## src/rtl/wb_arbiter.sv

```systemverilog
// Writeback arbiter: round-robin selection among unit results, captured in a
// one-entry output register that stalls while the register-file port is busy.
module wb_arbiter #(
    parameter int NUM_UNITS  = 4,
    parameter int DATA_WIDTH = 32,
    parameter int ID_WIDTH   = 3,
    localparam int UW        = (NUM_UNITS > 1) ? $clog2(NUM_UNITS) : 1
) (
    input  logic                            clk,
    input  logic                            rst_n,
    input  logic [NUM_UNITS-1:0]            unit_done,
    input  logic [NUM_UNITS*DATA_WIDTH-1:0] unit_rd,
    input  logic [NUM_UNITS*ID_WIDTH-1:0]   unit_id,
    output logic [NUM_UNITS-1:0]            unit_ack,
    output logic                            wb_valid,
    output logic [DATA_WIDTH-1:0]           wb_data,
    output logic [ID_WIDTH-1:0]             wb_id,
    output logic [UW-1:0]                   wb_unit,
    input  logic                            wb_ready
);

    logic [UW-1:0] ptr;
    logic [UW-1:0] ptr_nxt;
    logic [UW-1:0] grant_idx;
    logic          grant_valid;
    logic          can_load;
    logic          load;

    assign can_load = ~wb_valid | wb_ready;

    // Scan from the highest offset down so the last hit is the closest to ptr.
    always_comb begin
        grant_valid = 1'b0;
        grant_idx   = '0;
        for (int k = NUM_UNITS - 1; k >= 0; k--) begin
            if (unit_done[(int'(ptr) + k) % NUM_UNITS]) begin
                grant_valid = 1'b1;
                grant_idx   = UW'((int'(ptr) + k) % NUM_UNITS);
            end
        end
    end

    // Ack is gated by rst_n so no unit sees its result accepted during reset.
    assign load = can_load & grant_valid & rst_n;

    always_comb begin
        unit_ack = '0;
        if (load) begin
            unit_ack[grant_idx] = 1'b1;
        end
    end

    always_comb begin
        ptr_nxt = '0;
        if (NUM_UNITS > 1 && int'(grant_idx) != NUM_UNITS - 1) begin
            ptr_nxt = grant_idx + UW'(1);
        end
    end

    always_ff @(posedge clk or negedge rst_n) begin
        if (!rst_n) begin
            ptr      <= '0;
            wb_valid <= 1'b0;
            wb_data  <= '0;
            wb_id    <= '0;
            wb_unit  <= '0;
        end else if (load) begin
            ptr      <= ptr_nxt;
            wb_valid <= 1'b1;
            wb_data  <= unit_rd[grant_idx*DATA_WIDTH +: DATA_WIDTH];
            wb_id    <= unit_id[grant_idx*ID_WIDTH +: ID_WIDTH];
            wb_unit  <= grant_idx;
        end else if (wb_ready) begin
            wb_valid <= 1'b0;
        end
    end

endmodule

```

## config.mk

```make
export PLATFORM = sky130hd
export DESIGN_NAME = wb_arbiter
export DESIGN_NICKNAME = d
export VERILOG_FILES = /design/src/rtl/wb_arbiter.sv
export SDC_FILE = /design/constraint.sdc
export NUM_CORES = 1
export LEC_CHECK = 0
export CAP_MARGIN = 20
export CORE_ASPECT_RATIO = 1.5
export CORE_MARGIN = 3
export CORE_UTILIZATION = 36
export DETAILED_ROUTE_END_ITERATION = 8
export PLACE_DENSITY_LB_ADDON = 0.08
export SYNTH_ARGS = -nofsm -noshare
export SYNTH_HDL_FRONTEND = slang
export SYNTH_SLANG_ARGS = --single-unit
```

## constraint.sdc

```tcl
create_clock -name clk -period 2.1 [get_ports clk]
set_input_delay 0.21 -clock clk [delete_from_list [all_inputs] [get_ports clk]]
set_output_delay 0.21 -clock clk [all_outputs]
set_load 0.005 [all_outputs]
```

==> results of run 1 <==
metrics by stage:
| step | area (um^2) | hold WS (ns) | setup WS (ns) | instances | TNS (ns) |
|---|---|---|---|---|---|
| final | 4810 | 0.0587 | 0.118 | 530 | 0 |
| after global routing | 4810 | 0.103 | 0.0294 | 530 | 0 |
| after CTS | 4810 | 0.0693 | 0.00338 | 530 | 0 |
| after detailed placement | 4720 | 0.390 | -0.306 | 522 | -7.12 |
| after global placement | 4720 | 0.389 | -0.252 | 522 | -4.23 |
| after floorplan | 2720 | -0.0856 | 0.306 | 234 | 0 |
kinds of logic (layout without fill, tap and decap cells):
group,after synthesis,after routing,share of synthesized area [%]
AND/OR/NAND/NOR,53,53,8.65
adder cells (fa/ha/maj),1,1,0.460
flip-flops,40,40,36.8
buffers and inverters,26,222,8.05
AO/OA/AOI/OAI,43,43,19.9
multiplexers,71,71,26.2
power breakdown:
part / internal, W / switching (W)
clock network: 0.000262 / 0.000266
registers: 0.00112 / 0.000203
logic: 0.00160 / 0.00111
layout by cell type (no fill, tap or decap), types with 2 or more instances in the layout:
cell             instances
buf_12                   3
buf_4                   16
clkbuf_8                 6
clkdlybuf4s50_1        180
clkinv_2                 2
dfrtp_1                 38
dfrtp_2                  2
dlygate4sd2_1            5
inv_1                    4
inv_2                    2
mux2i_1                 70
nand2_1                 40
nand2b_2                 2
nor2_1                   3
nor3_1                   3
o21ai_0                  2
o221ai_1                13
o221ai_2                23
critical path: stages (launching register included):
cell           delay (ns)
dfrtp_2              0.42
inv_2                0.06
or3_4                0.38
o221ai_2             0.09
inv_2                0.08
nor3_1               0.20
dlygate4sd2_1        0.26
sequential cells by signal (all words and copies together) (netlist names):
name / flops
wb_unit: 2
wb_id: 3
wb_data: 32
ptr: 2
wb_valid: 1
area by class of cell:
class / count / share of cell area [%]
Inverter: 6 / 0.468
Timing Repair Buffer: 208 / 42.8
Clock inverter: 2 / 0.208
Clock buffer: 6 / 1.72
Tap cell: 100 / 2.60
Multi-Input combinational cell: 168 / 31.3
Sequential cell: 40 / 20.9
path summary, 6_finish.rpt:
kind                            slack (ns)                       to  cells past startpoint
worst max register to register        0.23  wb_data[14]$_DFFE_PN0P_                      6
worst min-delay path                  0.06  wb_data[24]$_DFFE_PN0P_                      2
worst min register to register        0.49  wb_data[12]$_DFFE_PN0P_                      2
worst max-delay path                  0.12              unit_ack[0]                      6
min in group clk                      0.28     wb_valid$_DFFE_PN0P_                      4
max in group asynchronous             1.66       ptr[1]$_DFFE_PN0P_                      2
what timing repair did:
action                                  in CTS  in global routing
hold buffers                                 0                  0
gates resized for setup                     12                  3
endpoints found under the setup margin       4                  6
pin swaps                                    1                  1
cloned                                       0                  0
metal layers:
layer  GRT usage [%]  wire length, um  vias to the layer above
met5               0                0                        -
met4            5.23              114                        0
met3            6.58              674                        6
met2            35.7             4500                      108
met1            22.0             3300                     1237
li1                -                -                     1279
==> impl_metrics.yaml, run 1 <==
timing:
  setup_viol_count_final: 0
  min_period_ns: 1.98
  post-route-period-util_pct: 94.4
  finalHoldViolCount: 0
  tightest_slew_ns: 0.549
  slew_violations: 0
  rsz0062_at_grt: "no"
  skew_ns: 0.00472
  timing.fmax_ghz: 0.504
  slew_headroom_pct: 63.4
power:
  p_per_area_nw_per_um2: 949
  ir_worst_vdd_mv: 0.683
  power.total_w: 0.00456
  leakagePower_nw: 2.18
grt:
  grt_pass1_vias: 2736
  grt_max_degree: 41
  antenna_found_initial: 0
  grt_pass1_wl_um: 13700
  overflow: 0
  track_usage_pct: 19.7
critical_path:
  timing_worst_setup_path_type: "reg2out"
  crit_start: "ptr[0]$_DFFE_PN0P_"
  end_kind: "primary output"
  critical_path.max_fanout: 3
  worstSetupStartpointType: "register"
  worstReg2RegStart: "ptr[0]$_DFFE_PN0P_"
  arrival_ns: 1.77
  worstPathRequired_ns: 1.89
final_layout:
  diodes: 0
  nets: 577
  area_delta_synth_final_pct: 76.9
  layout-drive-gt1-share_pct: 15.6
  final_util_pct: 66.1
  n_fill_cell: 625
  multi_input_comb_area_um2: 1510
  final-seq-area_um2: 1000
die:
  start_util_pct: 37.4
  die-area_um2: 8660
  rows: 38
  die_y_um: 112
  die_x_um: 77.0
  fp.coreArea_um2: 7270
  io_pins: 189
clocking:
  insertion_delay_ns: 0.29
  post_cts_buffers: 0
  h-tree-depth: 2
  path_clk_slew_ns: 0.08
  cts_buffer_depth: 2
  cts_buffers: 5
  cts.sinks: 40
  cts-root-buf: "clkbuf_8"
  tritoncts: "built"
logic_synthesis:
  avgSynthCellArea_um2: 11.6
  syn_nets: 382
  postSynthCellCount: 234
  synth_most_common_cell: "mux2i_1"
  yosysTopAreaCellShare_pct: 36.8
  yosys.cell_types.count: 25
  synth.area.top_cells: "dfrtp_1 37%, mux2i_1 26%, o221ai_2 13%"
  synth.yosys.seq_area_share_pct: 36.8
  yosys.area.top_type: "dfrtp_1"
  yosys-top-cells-count: "70 x mux2i_1, 40 x dfrtp_1, 40 x nand2_1, 23 x o221ai_2, 16 x buf_6"
  synth_edf_count: 0
  yosys_warnings: 0
  synthArstFlopShare_pct: 100
  netlist_area_um2: 2720
  ys.flop_type: "dfrtp_1"
  ys_ff_latch: 40
hold_path:
  hp-class: "in2async"
placed_design:
  globalplace.congestion: 0.761
  hpwl_um: 6820
  port_buffers: 188
job:
  drv_cap: 0
route:
  dr.first_iter.drc_count: 82
  drcViolationCount: 0
  firstDrtPassIters: 4
  vias_per_cell: 4.96
  wirelength_um: 8590
  wl_per_cell_um: 16.2
  vias: 2630
  postRouteAntennaNets: 0
outcome:
  outcome: "finished, final reports clean"
(Power assumes the default switching activity.)
==> run 2: changes to the inputs <==
- PLACE_DENSITY: not set -> 0.79
- PLACE_DENSITY_LB_ADDON: 0.08 -> not set
- clock period: 2.1 -> 2 ns (I/O delays scaled with it)
==> impl_metrics.yaml, run 2 (same netlist as run 1, synthesis figures left out) <==
outcome:
  outcome: "finished, final reports clean"
final_layout:
  largest_reg_flops: 32
  layout-drive-gt1-share_pct: 16.5
  nets: 577
  multi_input_comb_area_um2: 1530
  area_delta_synth_final_pct: 78.3
  final_cell_mix: "179 x clkdlybuf4s50_1, 70 x mux2i_1, 40 x nand2_1, 40 x dfrtp_1, 22 x o221ai_2"
  final-seq-area_um2: 1000
  layout_commonest_cell: "clkdlybuf4s50_1"
  n_fill_cell: 590
  largest_registers: "wb_data (32), wb_id (3)"
  stdcell_area_um2: 4850
  diodes: 0
  regMostFlops: "wb_data"
  final_util_pct: 66.7
critical_path:
  end_kind: "primary output"
  worstPathRequired_ns: 1.80
  arrival_ns: 1.73
  critical_path.max_fanout: 3
  timing_worst_setup_path_type: "reg2out"
  worstSetupStartpointType: "register"
  worst_path_largest_cell_delay_ns: 0.42
  path_cells: "inv_2 -> or3_4 -> o221ai_4 -> buf_4 -> nor3_2 -> dlygate4sd2_1"
  worstReg2RegStart: "ptr[0]$_DFFE_PN0P_"
  reg2reg_depth: 7
  timing.reg2reg.setup_slack_ns: 0.12
  reg2reg_to: "wb_data[26]$_DFFE_PN0P_"
  crit_path_top_delay_cell: "dfrtp_1"
timing:
  finalHoldViolCount: 0
  setup_tns_ns: 0
  rsz0062_at_grt: "no"
  slew_violations: 0
  setup_viol_count_final: 0
  tightest_slew_ns: 0.536
  post-route-period-util_pct: 96.5
  skew_ns: 0.00380
  timing.fmax_ghz: 0.518
  slew_headroom_pct: 64.3
  min_period_ns: 1.93
power:
  ir_worst_vdd_mv: 1.04
  p_per_area_nw_per_um2: 1010
  leakagePower_nw: 2.19
die:
  die_y_um: 112
  rows: 38
  die_x_um: 77.0
  die-area_um2: 8660
  io_pins: 189
  start_util_pct: 37.4
  fp.coreArea_um2: 7270
clocking:
  cts_hold_buf: 0
  cts_buffers: 5
  path_clk_slew_ns: 0.08
  tritoncts: "built"
  cts-root-buf: "clkbuf_8"
  h-tree-depth: 2
  insertion_delay_ns: 0.28
  cts_buffer_depth: 2
  cts.sinks: 40
hold_path:
  hp-class: "in2async"
route:
  dr.first_iter.drc_count: 64
  wirelength_um: 8970
  vias_per_cell: 4.98
  firstDrtPassIters: 4
  drcViolationCount: 0
  vias: 2641
  wl_per_cell_um: 16.9
  postRouteAntennaNets: 0
placed_design:
  hpwl_um: 7170
  placed_area_um2: 4720
  globalplace.congestion: 0.859
  port_buffers: 188
grt:
  grt_pass1_vias: 2778
  grt_max_degree: 41
  antenna_found_initial: 0
  overflow: 0
  grt_pass1_wl_um: 14000
  track_usage_pct: 20.1
job:
  drv_cap: 0
run 2: cell types whose count changed in the layout (fill, tap and decap cells not counted), sizes merged:
cell           previous run  this run
buf                      21        22
clkbuf                    7         8
clkdlybuf4s50           180       179
dlymetal6s2s              1         2
dlygate4sd2               5         3
run 2: per-layer routing:
metal,GRT usage (%),up-vias,routed length [um]
met3,4.09,10,459
met4,5.34,0,142
met2,38.9,90,5110
met1,22.0,1266,3250
met5,0,-,0
li1,-,1275,-
run 2: final cells by class:
type                            count  area share (%)
Inverter                            6           0.464
Timing Repair Buffer              208            42.8
Multi-Input combinational cell    168            31.6
Clock inverter                      2           0.206
Tap cell                          100            2.58
Sequential cell                    40            20.6
Clock buffer                        6            1.70
run 2: where the power goes:
| group | internal [W] | total (W) | leakage [nW] | switching (W) |
|---|---|---|---|---|
| Sequential | 0.00117 | 0.00137 | 0.492 | 0.000200 |
| Combinational | 0.00172 | 0.00296 | 1.65 | 0.00124 |
| Clock | 0.000275 | 0.000554 | 0.0510 | 0.000279 |
| Total | 0.00317 | 0.00489 | 2.19 | 0.00172 |
run 2: worst max path at each step:
stage	from	depth (start not counted)	end	slack [ns]
3_5_place_dp	unit_done[1]	9	unit_ack[3]	-0.36
4_1_cts	unit_done[0]	10	unit_ack[3]	-0.13
2_1_floorplan	ptr[0]$_DFFE_PN0P_	7	ptr[1]$_DFFE_PN0P_	0.21
5_1_grt	ptr[0]$_DFFE_PN0P_	7	wb_data[10]$_DFFE_PN0P_	0.002
6_report	ptr[0]$_DFFE_PN0P_	6	unit_ack[2]	0.07
3_3_place_gp	unit_done[1]	9	unit_ack[3]	-0.33
run 2: stage by stage:
step	instances	hold slack [ns]	setup WS, ns	total power [W]
6_report	530	0.0152	0.0708	0.00489
5_1_grt	530	0.0565	0.00242	0.00520
4_1_cts	529	0.0217	-0.125	0.00490
3_5_place_dp	521	0.334	-0.365	0.00433
3_3_place_gp	521	0.328	-0.331	0.00427
2_1_floorplan	234	-0.0956	0.206	0.00301
run 2: worst max-delay path, delay by kind of cell, from the launching register on:
family | cells | cell delay (ns)
AOI/OAI and AO/OA | 1 | 0.08
buffers and inverters | 3 | 0.51
DFF | 1 | 0.42
and+or+nand+nor | 2 | 0.44
run 2: repair_timing:
item                                    in CTS  in global routing
endpoints found under the setup margin      19                 25
buffers inserted                             0                  1
gates resized for setup                      9                 18
pin swaps                                    1                  1
==> run 3: changes to the inputs <==
--- a/config.mk
+++ b/config.mk
@@ -9,3 +9,3 @@
 export CORE_ASPECT_RATIO = 1.5
-export CORE_MARGIN = 3
+export CORE_MARGIN = 5
 export CORE_UTILIZATION = 36
--- a/constraint.sdc
+++ b/constraint.sdc
@@ -3,2 +3,2 @@
 set_output_delay 0.2 -clock clk [all_outputs]
-set_load 0.005 [all_outputs]
+set_load 0.01 [all_outputs]
==> impl_metrics.yaml, run 3 (same netlist as run 1, synthesis figures left out) <==
outcome:
  outcome: "finished, final reports clean"
clocking:
  h-tree-depth: 2
  cts_buffer_depth: 2
  path_clk_slew_ns: 0.08
  cts_buffers: 5
  cts-root-buf: "clkbuf_8"
  tritoncts: "built"
  cts_hold_buf: 0
  cts.sinks: 40
  insertion_delay_ns: 0.29
final_layout:
  n_fill_cell: 613
  largest_registers: "wb_data (32), wb_id (3)"
  area_delta_synth_final_pct: 79.0
  diodes: 0
  layout-drive-gt1-share_pct: 16.6
  layout_commonest_cell: "clkdlybuf4s50_1"
  final_cell_mix: "181 x clkdlybuf4s50_1, 70 x mux2i_1, 40 x nand2_1, 40 x dfrtp_1, 23 x o221ai_2"
  largest_reg_flops: 32
  regMostFlops: "wb_data"
  nets: 580
timing:
  skew_ns: 0.00570
  timing.fmax_ghz: 0.510
  slew_headroom_pct: 64.3
  rsz0062_at_grt: "yes"
  hold_ws_ns: 0.0107
  setup_tns_ns: 0
  setup_viol_count_final: 0
  slew_violations: 0
  min_period_ns: 1.96
  finalHoldViolCount: 0
  post-route-period-util_pct: 98.0
  tightest_slew_ns: 0.535
grt:
  met2_usage_pct: 37.4
  antenna_found_initial: 0
  track_usage_pct: 19.4
  grt_pass1_wl_um: 14200
  grt.busiest_layer: "met2"
  grtUsageMet3_pct: 5.32
  grt_max_degree: 41
  grt_pass1_vias: 2935
  met1_usage_pct: 19.9
  overflow: 0
power:
  sw_frac_of_total_pct: 36.9
  seqPwrFrac_pct: 26.9
  clockPowerShare_pct: 11.0
  p_per_area_nw_per_um2: 1050
  leakagePower_nw: 2.20
  p_comb_share_pct: 62.1
  power.internal_w: 0.00323
  p_sw_w: 0.00188
  ir_worst_vdd_mv: 1.48
route:
  firstDrtPassIters: 4
  dr.first_iter.drc_count: 95
  wirelength_um: 9360
  drcViolationCount: 0
  vias: 2660
  vias_per_cell: 4.99
  postRouteAntennaNets: 0
  wl_per_cell_um: 17.6
die:
  start_util_pct: 37.1
  fp.coreArea_um2: 7320
  die_y_um: 116
  die-area_um2: 9430
  io_pins: 189
  die_x_um: 81.0
  rows: 38
critical_path:
  arrival_ns: 1.76
  timing_worst_setup_path_type: "reg2out"
  critical_path.max_fanout: 3
  worstPathRequired_ns: 1.80
  worstSetupStartpointType: "register"
  end_kind: "primary output"
job:
  drv_cap: 0
placed_design:
  globalplace.congestion: 0.840
  hpwl_um: 7540
  port_buffers: 188
hold_path:
  hp-class: "in2async"
==> run 3: cell types whose count changed in the layout (fill, tap and decap cells not counted), sizes merged <==
cell	delta
buf	+6
clkbuf	-2
clkdlybuf4s50	+2
dlygate4sd2	-1
dlymetal6s2s	-2
==> run 3: final timing paths <==
kind	from	endpoint	slack, ns	cells past startpoint
worst max-delay path	ptr[1]$_DFFE_PN0P_	unit_ack[3]	0.04	9
worst min-delay path	rst_n	ptr[0]$_DFFE_PN0P_	0.01	2
worst max register to register	ptr[1]$_DFFE_PN0P_	wb_data[12]$_DFFE_PN0P_	0.09	7
worst min register to register	wb_data[22]$_DFFE_PN0P_	wb_data[22]$_DFFE_PN0P_	0.49	2
max in group asynchronous	rst_n	wb_data[28]$_DFFE_PN0P_	1.61	2
min in group clk	rst_n	wb_valid$_DFFE_PN0P_	0.17	3
==> run 3: layout make-up <==
cell class	count	area [um^2]	area share, %
clock inverter	2	10.0	0.206
multi-input combinational	168	1530	31.3
clock buffer	6	82.6	1.70
inverter	6	22.5	0.463
sequential	40	1000	20.6
timing repair buffer	211	2100	43.2
tap	100	125	2.57
==> run 3: metrics by stage <==
step / instance area, um^2 / setup slack, ns / total power, W / cells / util, %
final: 4870 / 0.0408 / 0.00511 / 533 / 66.5
after global routing: 4870 / -0.0596 / 0.00545 / 533 / 66.5
after CTS: 4850 / -0.0935 / 0.00515 / 532 / 66.3
after detailed placement: 4760 / -0.457 / 0.00455 / 523 / 65.0
after global placement: 4760 / -0.395 / 0.00448 / 523 / 65.0
after floorplan: 2720 / 0.206 / 0.00315 / 234 / -
==> run 3: metal layers <==
metal | wire, um | vias to the layer above
met1 | 3310 | 1264
met4 | 204 | 0
met5 | 0 | -
met3 | 672 | 14
li1 | - | 1278
met2 | 5170 | 104
==> run 3: what timing repair did <==
item | in CTS | in global routing
endpoints found under the hold margin | 0 | 0
setup endpoints to repair | 4 | 12
pin swaps | 1 | 3
setup buffers | 1 | 1
gates resized for setup | 14 | 11
==> run 3: worst max-delay path: stages, from the launching register on <==
cell and delay [ns]:
dfrtp_1 0.39, buf_4 0.13, a21oi_1 0.05, or3_1 0.34, o221ai_2 0.10, inv_2 0.10, ha_4 0.17, inv_1 0.05
nor2_1 0.03, buf_2 0.13
==> run 3: power by group through the flow <==
stage	Combinational [W]	Clock, W	Sequential, W
final	0.00317	0.000562	0.00137
after global routing	0.00341	0.000620	0.00142
after detailed placement	0.00316	0	0.00139
after global placement	0.00311	0	0.00137
after CTS	0.00319	0.000589	0.00138
after floorplan	0.00160	0	0.00155
